**src/rtl/fft_stream_pkg.sv**
```systemverilog
// Shared types and constants for the fft_rom test-signal streamer.
// Holds the FSM state encoding, the skid-FIFO entry layout and the offset-removal helper.
package fft_stream_pkg;

    localparam int ADDR_W = 10;
    localparam int DATA_W = 16;
    localparam logic [DATA_W-1:0] DC_OFFSET = 16'h0800;

    typedef enum logic [1:0] {
        IDLE  = 2'd0,
        RUN   = 2'd1,
        DRAIN = 2'd2
    } state_t;

    typedef struct packed {
        logic [DATA_W-1:0] data;
        logic              sop;
        logic              last;
    } fifo_entry_t;

    // Offset-binary to two's complement: plain modular subtraction of the DC level.
    function automatic logic [DATA_W-1:0] remove_offset(input logic [DATA_W-1:0] word,
                                                        input logic [DATA_W-1:0] offset);
        return word - offset;
    endfunction

endpackage

```
**src/rtl/fft_rom_streamer_if.sv**
```systemverilog
// Framed valid/ready sample stream between the ROM streamer and the FFT input stage.
interface fft_rom_streamer_if;
    import fft_stream_pkg::*;

    logic [DATA_W-1:0] tdata;
    logic              tvalid;
    logic              tready;
    logic              tsop;
    logic              tlast;

    modport master (output tdata, output tvalid, output tsop, output tlast, input tready);
    modport slave  (input tdata, input tvalid, input tsop, input tlast, output tready);

endinterface

```
**src/rtl/stream_skid_fifo.sv**
```systemverilog
// Two-entry FIFO of tagged samples; slot0 is always the head so outputs come straight from flops.
module stream_skid_fifo
    import fft_stream_pkg::*;
(
    input  logic        clk,
    input  logic        reset,
    input  logic        push,
    input  fifo_entry_t din,
    input  logic        pop,
    output fifo_entry_t head,
    output logic [1:0]  count,
    output logic        empty
);

    fifo_entry_t slot0_r;
    fifo_entry_t slot1_r;
    logic [1:0]  count_r;

    // Storage and occupancy; a push into a full FIFO without a pop is dropped rather than corrupting state.
    always_ff @(posedge clk) begin
        if (reset) begin
            slot0_r <= '0;
            slot1_r <= '0;
            count_r <= 2'd0;
        end else begin
            case ({push, pop})
                2'b10: begin
                    if (count_r == 2'd0) begin
                        slot0_r <= din;
                        count_r <= 2'd1;
                    end else if (count_r == 2'd1) begin
                        slot1_r <= din;
                        count_r <= 2'd2;
                    end else begin
                        count_r <= count_r;
                    end
                end
                2'b01: begin
                    slot0_r <= slot1_r;
                    count_r <= count_r - 2'd1;
                end
                2'b11: begin
                    if (count_r == 2'd2) begin
                        slot0_r <= slot1_r;
                        slot1_r <= din;
                    end else begin
                        slot0_r <= din;
                    end
                end
                default: begin
                    count_r <= count_r;
                end
            endcase
        end
    end

    assign head  = slot0_r;
    assign count = count_r;
    assign empty = (count_r == 2'd0);

endmodule

```
**src/rtl/fft_rom_streamer.sv**
```systemverilog
// Reads the fft_rom test-signal pROM and streams DC-corrected, frame-tagged samples.
// A 2-entry skid FIFO plus a one-read credit hides the ROM's one-cycle read latency.
module fft_rom_streamer
    import fft_stream_pkg::*;
#(
    parameter int                ADDR_W    = 10,
    parameter int                DATA_W    = 16,
    parameter int                FRAME_LEN = 1024,
    parameter logic [DATA_W-1:0] DC_OFFSET = 16'h0800
) (
    input  logic               clk,
    input  logic               reset,
    input  logic               start,
    input  logic               continuous,
    input  logic               stop,
    output logic [ADDR_W-1:0]  rom_ad,
    output logic               rom_ce,
    output logic               rom_oce,
    output logic               rom_reset,
    input  logic [DATA_W-1:0]  rom_dout,
    fft_rom_streamer_if.master m,
    output logic               busy,
    output logic               frame_done
);

    localparam logic [ADDR_W-1:0] FIRST_ADDR = {ADDR_W{1'b0}};
    localparam logic [ADDR_W-1:0] LAST_ADDR  = ADDR_W'(FRAME_LEN - 1);
    localparam logic [ADDR_W-1:0] ADDR_ONE   = {{(ADDR_W-1){1'b0}}, 1'b1};

    state_t            state_r;
    state_t            state_nxt_s;
    logic [ADDR_W-1:0] rd_addr_r;
    logic              cont_r;
    logic              stop_pend_r;
    logic              inflight_r;
    logic              cap_sop_r;
    logic              cap_last_r;
    logic              frame_done_r;

    fifo_entry_t       push_entry_s;
    fifo_entry_t       head_s;
    logic [1:0]        fifo_count_s;
    logic              fifo_empty_s;

    logic              pop_s;
    logic [2:0]        credit_used_s;
    logic              issue_s;
    logic              last_issue_s;
    logic              wrap_s;
    logic              start_s;

    // Credit: a slot freed by this cycle's pop is reusable now, which sustains one read per clock.
    always_comb begin
        pop_s         = !fifo_empty_s && m.tready;
        credit_used_s = {1'b0, fifo_count_s} + {2'b00, inflight_r} - {2'b00, pop_s};
        issue_s       = (state_r == RUN) && (credit_used_s < 3'd2);
        last_issue_s  = issue_s && (rd_addr_r == LAST_ADDR);
        wrap_s        = last_issue_s && cont_r && !stop_pend_r && !stop;
        start_s       = (state_r == IDLE) && start;
    end

    // Next-state logic.
    always_comb begin
        state_nxt_s = state_r;
        case (state_r)
            IDLE: begin
                if (start) state_nxt_s = RUN;
                else       state_nxt_s = IDLE;
            end
            RUN: begin
                if (last_issue_s && !wrap_s) state_nxt_s = DRAIN;
                else                         state_nxt_s = RUN;
            end
            DRAIN: begin
                if (fifo_empty_s && !inflight_r) state_nxt_s = IDLE;
                else                             state_nxt_s = DRAIN;
            end
            default: state_nxt_s = IDLE;
        endcase
    end

    // FSM state register.
    always_ff @(posedge clk) begin
        if (reset) state_r <= IDLE;
        else       state_r <= state_nxt_s;
    end

    // Address counter, mode latches and read-tag pipeline.
    always_ff @(posedge clk) begin
        if (reset) begin
            rd_addr_r    <= FIRST_ADDR;
            cont_r       <= 1'b0;
            stop_pend_r  <= 1'b0;
            inflight_r   <= 1'b0;
            cap_sop_r    <= 1'b0;
            cap_last_r   <= 1'b0;
            frame_done_r <= 1'b0;
        end else begin
            inflight_r   <= issue_s;
            cap_sop_r    <= issue_s && (rd_addr_r == FIRST_ADDR);
            cap_last_r   <= last_issue_s;
            frame_done_r <= pop_s && head_s.last;

            if (start_s)           rd_addr_r <= FIRST_ADDR;
            else if (last_issue_s) rd_addr_r <= FIRST_ADDR;
            else if (issue_s)      rd_addr_r <= rd_addr_r + ADDR_ONE;
            else                   rd_addr_r <= rd_addr_r;

            if (start_s)     cont_r <= continuous;
            else if (wrap_s) cont_r <= continuous;
            else             cont_r <= cont_r;

            // In IDLE only a stop that arrives together with start survives.
            if (state_r == IDLE)            stop_pend_r <= start && stop;
            else if (state_nxt_s == IDLE)   stop_pend_r <= 1'b0;
            else if (stop)                  stop_pend_r <= 1'b1;
            else                            stop_pend_r <= stop_pend_r;
        end
    end

    // Capture path: the ROM word arriving this cycle belongs to the read issued last cycle.
    always_comb begin
        push_entry_s.data = remove_offset(rom_dout, DC_OFFSET);
        push_entry_s.sop  = cap_sop_r;
        push_entry_s.last = cap_last_r;
    end

    stream_skid_fifo u_fifo (
        .clk   (clk),
        .reset (reset),
        .push  (inflight_r),
        .din   (push_entry_s),
        .pop   (pop_s),
        .head  (head_s),
        .count (fifo_count_s),
        .empty (fifo_empty_s)
    );

    assign rom_ad     = rd_addr_r;
    assign rom_ce     = issue_s;
    assign rom_oce    = 1'b1;
    assign rom_reset  = reset;
    assign busy       = (state_r != IDLE);
    assign frame_done = frame_done_r;

    assign m.tvalid = !fifo_empty_s;
    assign m.tdata  = head_s.data;
    assign m.tsop   = head_s.sop;
    assign m.tlast  = head_s.last;

endmodule

```
**src/flat_wrapper.sv**
```systemverilog
// flat-port wrapper written by rule: the top's interface ports become plain ports
module fft_rom_streamer_flat import fft_stream_pkg::*;
#(
    parameter int                ADDR_W    = 10,
    parameter int                DATA_W    = 16,
    parameter int                FRAME_LEN = 1024,
    parameter logic [DATA_W-1:0] DC_OFFSET = 16'h0800
)
  (clk, reset, start, continuous, stop, rom_ad, rom_ce, rom_oce, rom_reset, rom_dout, busy, frame_done, m_tdata, m_tvalid, m_tsop, m_tlast, m_tready);
  fft_rom_streamer_if m_i ();
  input  logic clk;
  input  logic reset;
  input  logic start;
  input  logic continuous;
  input  logic stop;
  output logic [ADDR_W-1:0] rom_ad;
  output logic rom_ce;
  output logic rom_oce;
  output logic rom_reset;
  input  logic [DATA_W-1:0] rom_dout;
  output logic busy;
  output logic frame_done;
  output wire logic [$bits(m_i.tdata)-1:0] m_tdata;
  output wire logic [$bits(m_i.tvalid)-1:0] m_tvalid;
  output wire logic [$bits(m_i.tsop)-1:0] m_tsop;
  output wire logic [$bits(m_i.tlast)-1:0] m_tlast;
  input wire logic [$bits(m_i.tready)-1:0] m_tready;
  assign m_tdata = m_i.tdata;
  assign m_tvalid = m_i.tvalid;
  assign m_tsop = m_i.tsop;
  assign m_tlast = m_i.tlast;
  assign m_i.tready = m_tready;
  fft_rom_streamer #(.ADDR_W(ADDR_W), .DATA_W(DATA_W), .FRAME_LEN(FRAME_LEN), .DC_OFFSET(DC_OFFSET)) u_core (.clk(clk), .reset(reset), .start(start), .continuous(continuous), .stop(stop), .rom_ad(rom_ad), .rom_ce(rom_ce), .rom_oce(rom_oce), .rom_reset(rom_reset), .rom_dout(rom_dout), .m(m_i), .busy(busy), .frame_done(frame_done));
endmodule
```
**config.mk**
```make
export PLATFORM = sky130hd
export DESIGN_NAME = fft_rom_streamer_flat
export DESIGN_NICKNAME = d
export VERILOG_FILES = /design/src/rtl/fft_stream_pkg.sv /design/src/rtl/fft_rom_streamer_if.sv /design/src/rtl/stream_skid_fifo.sv /design/src/rtl/fft_rom_streamer.sv /design/src/flat_wrapper.sv
export SDC_FILE = /design/constraint.sdc
export NUM_CORES = 1
export LEC_CHECK = 0
export BUFFER_PORTS_ARGS = -buffer_cell sky130_fd_sc_hd__buf_4
export CORE_MARGIN = 3
export CORE_UTILIZATION = 41
export CTS_CLUSTER_DIAMETER = 150
export DETAILED_ROUTE_END_ITERATION = 16
export PLACE_DENSITY = 0.64
export RECOVER_POWER = 25
export SLEW_MARGIN = 20
export SYNTH_ARGS = -nofsm -noshare
export SYNTH_HDL_FRONTEND = slang
export SYNTH_HIERARCHICAL = 1
export SYNTH_SLANG_ARGS = --single-unit
```
**constraint.sdc**
```tcl
create_clock -name clk -period 3.37 [get_ports clk]
set_input_delay 0.337 -clock clk [delete_from_list [all_inputs] [get_ports clk]]
set_output_delay 0.337 -clock clk [all_outputs]
set_load 0.02 [all_outputs]
```
==> results of run 1 <==
==> tightest hold or removal path, stage by stage <==
cell,delay [ns]
sky130_fd_sc_hd__buf_4,0.11
sky130_fd_sc_hd__nand2b_1,0.06
sky130_fd_sc_hd__mux2i_1,0.06
==> sequential cells by signal, summed over array words and instances (netlist names) <==
| name | count |
|---|---|
| u_core/u_fifo/slot1_r | 18 |
| u_core/rom_ad | 10 |
| u_core/state_r | 2 |
| u_core/u_fifo/head | 18 |
| u_core/cont_r | 1 |
| u_core/cap_last_r | 1 |
| u_core/stop_pend_r | 1 |
| u_core/frame_done | 1 |
| u_core/u_fifo/count | 2 |
| u_core/inflight_r | 1 |
| u_core/cap_sop_r | 1 |
==> power by group through the flow <==
stage | Clock, mW | Combinational [mW] | Sequential [mW]
2_1_floorplan | 0 | 0.622 | 0.993
4_1_cts | 0.449 | 1.05 | 0.869
5_1_grt | 0.479 | 1.09 | 0.882
3_3_place_gp | 0 | 1.03 | 0.880
3_5_place_dp | 0 | 1.05 | 0.885
6_report | 0.434 | 0.970 | 0.866
==> layout make-up <==
| class | instances | area, µm² |
|---|---|---|
| Timing Repair Buffer | 57 | 349 |
| Sequential cell | 56 | 1120 |
| Inverter | 13 | 48.8 |
| Clock inverter | 2 | 35.0 |
| Fill cell | 679 | 3290 |
| Multi-Input combinational cell | 232 | 1530 |
| Tap cell | 93 | 116 |
| Clock buffer | 6 | 72.6 |
==> stage by stage <==
step | util | std cells | power, mW | setup WS [ns] | area [µm²]
final | 0.499 | 459 | 2.27 | 0.188 | 3280
after global routing | 0.499 | 459 | 2.45 | 0.00698 | 3280
after CTS | 0.511 | 459 | 2.37 | 0.160 | 3350
after detailed placement | 0.494 | 451 | 1.93 | 0.180 | 3250
after global placement | 0.494 | 451 | 1.91 | 0.311 | 3250
after floorplan | - | 326 | 1.61 | 0.266 | 2870
==> final timing paths <==
path | startpoint | end | depth (start not counted)
max | u_core/u_fifo/count[0] | u_core/rom_ad[8] | 11
min | rom_dout[2] | u_core/u_fifo/slot1_r[4] | 3
max reg2reg | u_core/u_fifo/count[0] | u_core/rom_ad[8] | 11
min reg2reg | u_core/u_fifo/slot1_r[12] | u_core/u_fifo/slot1_r[12] | 2
==> cells by family (layout without fill, tap and decap cells) <==
family,Yosys count,count (layout)
XOR/XNOR,14,14
other,1,1
AO/OA/AOI/OAI,54,54
flip-flops,56,56
buffers and inverters,38,78
multiplexers,19,19
AND/OR/NAND/NOR,137,137
adder cells (fa/ha/maj),7,7
==> synth_stat cells, drive strengths merged <==
| library cell | n |
|---|---|
| and4bb | 1 |
| clkbuf | 11 |
| ha | 6 |
| dfxtp | 56 |
| nor2 | 32 |
| nor3 | 7 |
| fa | 1 |
| nand2 | 14 |
| mux2i | 19 |
| nor3b | 4 |
| o21ai | 20 |
| xnor2 | 7 |
| nand3 | 20 |
| and2b | 1 |
| inv | 13 |
| a21oi | 6 |
| nor4 | 6 |
| a2111oi | 1 |
| o211ai | 2 |
| or3 | 2 |
| buf | 14 |
| o21bai | 1 |
| nand4b | 2 |
| nand2b | 37 |
| and3b | 1 |
| nor4bb | 1 |
| a311oi | 19 |
| o31ai | 1 |
| nand4 | 2 |
| a31o | 1 |
| a211oi | 1 |
| or4b | 1 |
| nor2b | 1 |
| a21o | 2 |
| or2 | 3 |
| xor2 | 7 |
| nand3b | 2 |
| conb | 1 |
==> per-layer routing <==
| metal | wire (µm) | vias to the layer above |
|---|---|---|
| li1 | - | 1204 |
| met3 | 312 | 5 |
| met1 | 3170 | 1103 |
| met2 | 2810 | 43 |
| met5 | 0 | - |
| met4 | 58 | 0 |
==> impl_summary.txt, run 1 <==
----------------------------------------------------
[Synthesis]
  Sequential share of the synthesized area ... 0.391
  Synthesis warning total ... 6
  Share of the synthesized area in the top cell type ... 0.391
  Area share of xor/xnor cells in the synthesized design ... 0.0428
  Mux cell area share after synthesis ... 0.0664
  Register bit total from synthesis ... 56
  Cells after Synth ... between 300 and 400
  Cell variety after synth ... 42
  Area share of and/or/nand/nor cells after synthesis ... 0.259
  Netlist Area Pre-Place ... 2870 µm²
  Largest family of logic cells by synthesized area ... simple AND/OR/NAND/NOR gates
  Post-Synthesis Net Count ... 355
  Complex-gate fraction of the synthesized area ... 0.133
  Share of synthesized cell area in full adder, half adder and majority cells ... 0.0332
  Dominant cells by area after synthesis ... sky130_fd_sc_hd__dfxtp_1 39%, sky130_fd_sc_hd__nand2b_1 8.1%, sky130_fd_sc_hd__mux2i_1 6.6%, sky130_fd_sc_hd__a311oi_1 5.8%, sky130_fd_sc_hd__nor2_1 4.2%
  Largest area contributor in the netlist ... sky130_fd_sc_hd__dfxtp_1
  Synthesized area per cell ... 8.79 µm²

[Timing]
  Share of the clock period used by the worst path after layout ... 0.944
  Final setup viols ... 0
  Pin slew with the least headroom to its limit ... 0.834 ns
  Maximum clock frequency ... 314 MHz
  Worst slew margin relative to its limit ... 0.444
  Max-slew violation count ... 0
  Minimum hold slack ... 0.301 ns
  Unrepaired setup endpoints after global routing ... false
  Post-layout minimum cycle time ... 3.18 ns
  Post-route setup TNS ... 0 ns
  Final Hold Fails ... 0
  Largest clock skew in the final design ... 0.00823 ns

[Placement]
  Number of port buffers ... 54
  Detailed placer's ending HPWL ... roughly 4200 µm
  Global placement routability congestion ... about 0.77

[Global routing]
  GRT Max-Usage Layer ... met2
  M1 GR Usage ... 0.240
  Grt met2 use ... 0.259
  Antenna violations before repair ... 0
  First-pass GRT wire length ... 10,800 µm
  Largest net degree at the start of global routing ... 68
  GR met3 Demand/Resource ... 0.0447
  Vias in the first global route ... 2,235
  GRT Residual Overflow ... 0
  Total track usage ... 0.170

[Cells and area]
  Final nets ... 394
  Most frequent standard cell in the layout excluding fill and tap cells ... sky130_fd_sc_hd__dfxtp_1
  Layout-stage area growth over the synthesis result ... 14.3%
  Leading cell types in the layout, fill and taps excluded ... 56 x sky130_fd_sc_hd__dfxtp_1, 37 x sky130_fd_sc_hd__nand2b_1, 36 x sky130_fd_sc_hd__buf_4, 32 x sky130_fd_sc_hd__nor2_1, 22 x sky130_fd_sc_hd__clkbuf_1
  Number of inserted diodes ... 0
  Layout cell share with drive strength beyond 1 ... 0.139

[Routing]
  Average wire per cell in the routed design ... ~14 µm
  Per-cell via count in the routed design ... 5.13
  Remaining design rule violation count ... 0
  DR vias ... 2,355
  Number of optimization iterations in the first detailed-route pass ... 4
  Wire length after detailed routing ... 6360 µm
  Remaining antenna violation count after routing ... 0
  DRC marker count from the first detailed-route iteration ... 120

[Outcome]
  Result of the run ... completed

[Critical path]
  CP endpoint kind ... flop
  Reg-to-reg slack, setup ... 0.19 ns
  Startpoint type of the worst setup path ... flop
  Total buffers and inverters traversed by the critical path ... 2
  Maximum fanout along the worst path ... 7
  Cells along the critical path ... inv_1 -> ha_1 -> inv_1 -> nand2_1 -> nor2_1 -> o21ai_0 -> fa_1 -> xor2_1 -> or3_1 -> or4b_1 -> nand2_1
  Master of the slowest instance on the critical path ... sky130_fd_sc_hd__or4b_1
  Critical path's largest stage delay ... 0.54 ns
  Largest delay contributor family on the critical path ... simple AND/OR/NAND/NOR gates
  Worst setup path category ... flop to flop
  CP required ... 3.63 ns
  Worst path arrival time ... 3.44 ns

[Floorplanning]
  Starting Density ... 0.436
  Overall die area ... 8030 µm²
  IO Pins ... 56
  Die X-Extent ... 89.6 µm
  Num rows ... 29
  Die Y-Extent ... ~90 µm
  Area of the core region ... 6570 µm²

[Clock tree]
  # resized after CTS ... 0
  Clock tree from TritonCTS ... done
  Skew-Pair Late Insertion Delay ... between 0.3 and 0.4 ns
  Number of clock buffers inserted by TritonCTS ... 5
  Post-CTS Hold Fix Bufs ... 0
  Number of clock sinks ... between 50 and 60
  Clock transition at the register clock pins on the worst setup and hold paths after CTS ... 0.10 ns
  CTS Root Buffer Type ... sky130_fd_sc_hd__clkbuf_8
  Number of setup buffers added after CTS ... 0
  Depth of the CTS H-tree ... 2
  Maximum clock path buffer count ... 2

[Pwr]
  Power Dens Cells ... 693 nW/µm²
  Power share of the clock group ... 0.191
  Maximum VDD drop ... about 0.26 mV
  Net switching fraction of the power ... 0.412
  Sequential cell fraction of total power ... 0.381
  Combinational Power Share ... 0.427
  Internal power component ... between 1 and 1.5 mW
  Power spent charging and discharging nets ... 935 µW
  Leak ... 1.16 nW

[Worst hold path]
  Type of the worst min-delay path ... input pin to flop

[Run]
  Max-cap violations ... 0

----------------------------------------------------
No activity file was read; power rests on OpenSTA's default activity.
==> run 2: changes to the inputs <==
--- a/config.mk
+++ b/config.mk
@@ -10,7 +10,7 @@
 export CORE_UTILIZATION = 41
 export CTS_CLUSTER_DIAMETER = 150
 export DETAILED_ROUTE_END_ITERATION = 16
-export PLACE_DENSITY = 0.64
+export PLACE_DENSITY = 0.6
 export RECOVER_POWER = 25
 export SLEW_MARGIN = 20
 export SYNTH_ARGS = -nofsm -noshare
==> impl_summary.txt, run 2 (synthesis results as in run 1) <==
----------------------------------------------------
[Outcome]
  Result of the run ... completed

[Timing]
  Final Hold Fails ... 0
  Post-layout minimum cycle time ... 3.12 ns
  Largest clock skew in the final design ... 0.0114 ns
  Worst Setup Slack, final ... 0.250 ns
  Share of the clock period used by the worst path after layout ... 0.926
  Minimum hold slack ... 0.303 ns
  Worst slew margin relative to its limit ... 0.463
  Final setup viols ... 0
  Pin slew with the least headroom to its limit ... 0.806 ns
  Max-slew violation count ... 0
  Maximum clock frequency ... between 300 and 400 MHz
  Post-route setup TNS ... 0 ns
  Unrepaired setup endpoints after global routing ... false

[Cells and area]
  Final nets ... 394
  Leading cell types in the layout, fill and taps excluded ... 56 x sky130_fd_sc_hd__dfxtp_1, 37 x sky130_fd_sc_hd__nand2b_1, 35 x sky130_fd_sc_hd__buf_4, 31 x sky130_fd_sc_hd__nor2_1, 23 x sky130_fd_sc_hd__clkbuf_1
  Layout cell share with drive strength beyond 1 ... 0.142
  Filler Cells Inserted ... 685
  Footprint of the multi-input gates ... between 1500 and 2000 µm²
  Number of inserted diodes ... 0
  Layout-stage area growth over the synthesis result ... 14.5%
  Most frequent standard cell in the layout excluding fill and tap cells ... sky130_fd_sc_hd__dfxtp_1
  Area used by sequential logic in the layout ... roughly 1100 µm²

[Floorplanning]
  IO Pins ... 56
  Num rows ... 29
  Overall die area ... approximately 8000 µm²
  Die X-Extent ... around 90 µm
  Die Y-Extent ... 89.6 µm
  Area of the core region ... 6570 µm²
  Starting Density ... 0.436

[Clock tree]
  # resized after CTS ... 0
  Number of clock buffers inserted by TritonCTS ... 5
  Post-CTS Hold Fix Bufs ... 0
  Clock tree from TritonCTS ... done
  Skew-Pair Late Insertion Delay ... 0.30 ns
  Number of clock sinks ... 56
  Depth of the CTS H-tree ... 2
  Clock transition at the register clock pins on the worst setup and hold paths after CTS ... 0.10 ns
  CTS Root Buffer Type ... sky130_fd_sc_hd__clkbuf_8
  Maximum clock path buffer count ... 2
  Number of setup buffers added after CTS ... 0

[Critical path]
  CP endpoint kind ... primary output
  Master of the slowest instance on the critical path ... sky130_fd_sc_hd__fa_1
  CP required ... 3.03 ns
  Maximum fanout along the worst path ... 5
  Worst setup path category ... flop to primary output
  Critical path's largest stage delay ... 0.49 ns
  Total buffers and inverters traversed by the critical path ... 5
  Cells along the critical path ... inv_1 -> ha_1 -> inv_1 -> nand2_1 -> inv_1 -> nor2b_1 -> o21ai_0 -> fa_1 -> and3b_2 -> nand2_1 -> inv_1 -> buf_4
  Startpoint type of the worst setup path ... flop
  Worst path arrival time ... 2.78 ns
  Largest delay contributor family on the critical path ... adder cells
  Cell seen most often among critical-path stages ... sky130_fd_sc_hd__inv_1

[Placement]
  Number of port buffers ... 54
  Global placement routability congestion ... 0.802
  Post-Place Setup Slack ... 0.185 ns
  Detailed placer's ending HPWL ... 4200 µm

[Routing]
  Remaining design rule violation count ... 0
  Average wire per cell in the routed design ... 13.8 µm
  Number of optimization iterations in the first detailed-route pass ... 7
  DR vias ... 2,364
  DRC marker count from the first detailed-route iteration ... 116
  Remaining antenna violation count after routing ... 0
  Per-cell via count in the routed design ... 5.15
  Wire length after detailed routing ... roughly 6300 µm

[Pwr]
  Maximum VDD drop ... 0.319 mV
  Power Dens Cells ... 690 nW/µm²
  Leak ... 1.16 nW

[Global routing]
  Antenna violations before repair ... 0
  Total track usage ... 0.163
  First-pass GRT wire length ... 10,400 µm
  Vias in the first global route ... 2,213
  Largest net degree at the start of global routing ... 68
  GRT Residual Overflow ... 0

[Worst hold path]
  Type of the worst min-delay path ... input pin to flop

[Run]
  Max-cap violations ... 0

----------------------------------------------------
==> run 2: cell types whose count changed in the layout (fill, tap and decap cells not counted) <==
cell,change
sky130_fd_sc_hd__buf_4,-1
sky130_fd_sc_hd__nor2_1,-1
sky130_fd_sc_hd__or3_1,-1
sky130_fd_sc_hd__nor2_2,+1
sky130_fd_sc_hd__or3_4,+1
sky130_fd_sc_hd__clkbuf_1,+1
==> run 2: report_power, final <==
part	switching, mW	leakage [nW]	internal, mW	total, mW
Sequential	0.0777	0.455	0.785	0.863
Clock	0.211	0.0552	0.221	0.432
Combinational	0.639	0.651	0.329	0.968
Total	0.927	1.16	1.33	2.26
==> run 2: area by class of cell <==
cell class              instances  area share
clock inverters                 2      0.0107
well taps                      93      0.0355
multi-input cells             232       0.470
inverters                      13      0.0149
clock buffers                   6      0.0221
flip-flops and latches         56       0.342
repair buffers                 57       0.105
==> run 2: worst paths after layout <==
kind	start	slack (ns)	cells after the start	endpoint
setup / recovery	u_core/u_fifo/count[0]	0.25	12	rom_ce
hold / removal	rom_dout[10]	0.30	3	u_core/u_fifo/slot1_r[12]
setup reg to reg	u_core/u_fifo/count[0]	0.32	11	u_core/rom_ad[8]
hold reg to reg	u_core/cap_last_r	0.48	2	u_core/u_fifo/slot1_r[0]
==> run 2: stage by stage <==
| step | area [µm²] | power (mW) | utilization | std cells |
|---|---|---|---|---|
| after floorplan | 2870 | 1.61 | - | 326 |
| after global placement | 3250 | 1.91 | 0.494 | 451 |
| after detailed placement | 3250 | 1.92 | 0.494 | 451 |
| after CTS | 3350 | 2.36 | 0.511 | 459 |
| after global routing | 3280 | 2.44 | 0.499 | 459 |
| final | 3280 | 2.26 | 0.499 | 459 |
==> run 2: tightest hold or removal path, cell delays in order <==
cell and delay, ns:
sky130_fd_sc_hd__buf_4 0.11, sky130_fd_sc_hd__nand2b_1 0.06, sky130_fd_sc_hd__mux2i_1 0.06
==> run 2: routing by layer <==
metal  GRT usage  share of wire  vias up
met5           0              0        -
met4      0.0406         0.0049        0
met3      0.0365          0.052        2
met2       0.267           0.46       45
met1       0.219           0.49     1106
li1            -              -     1211
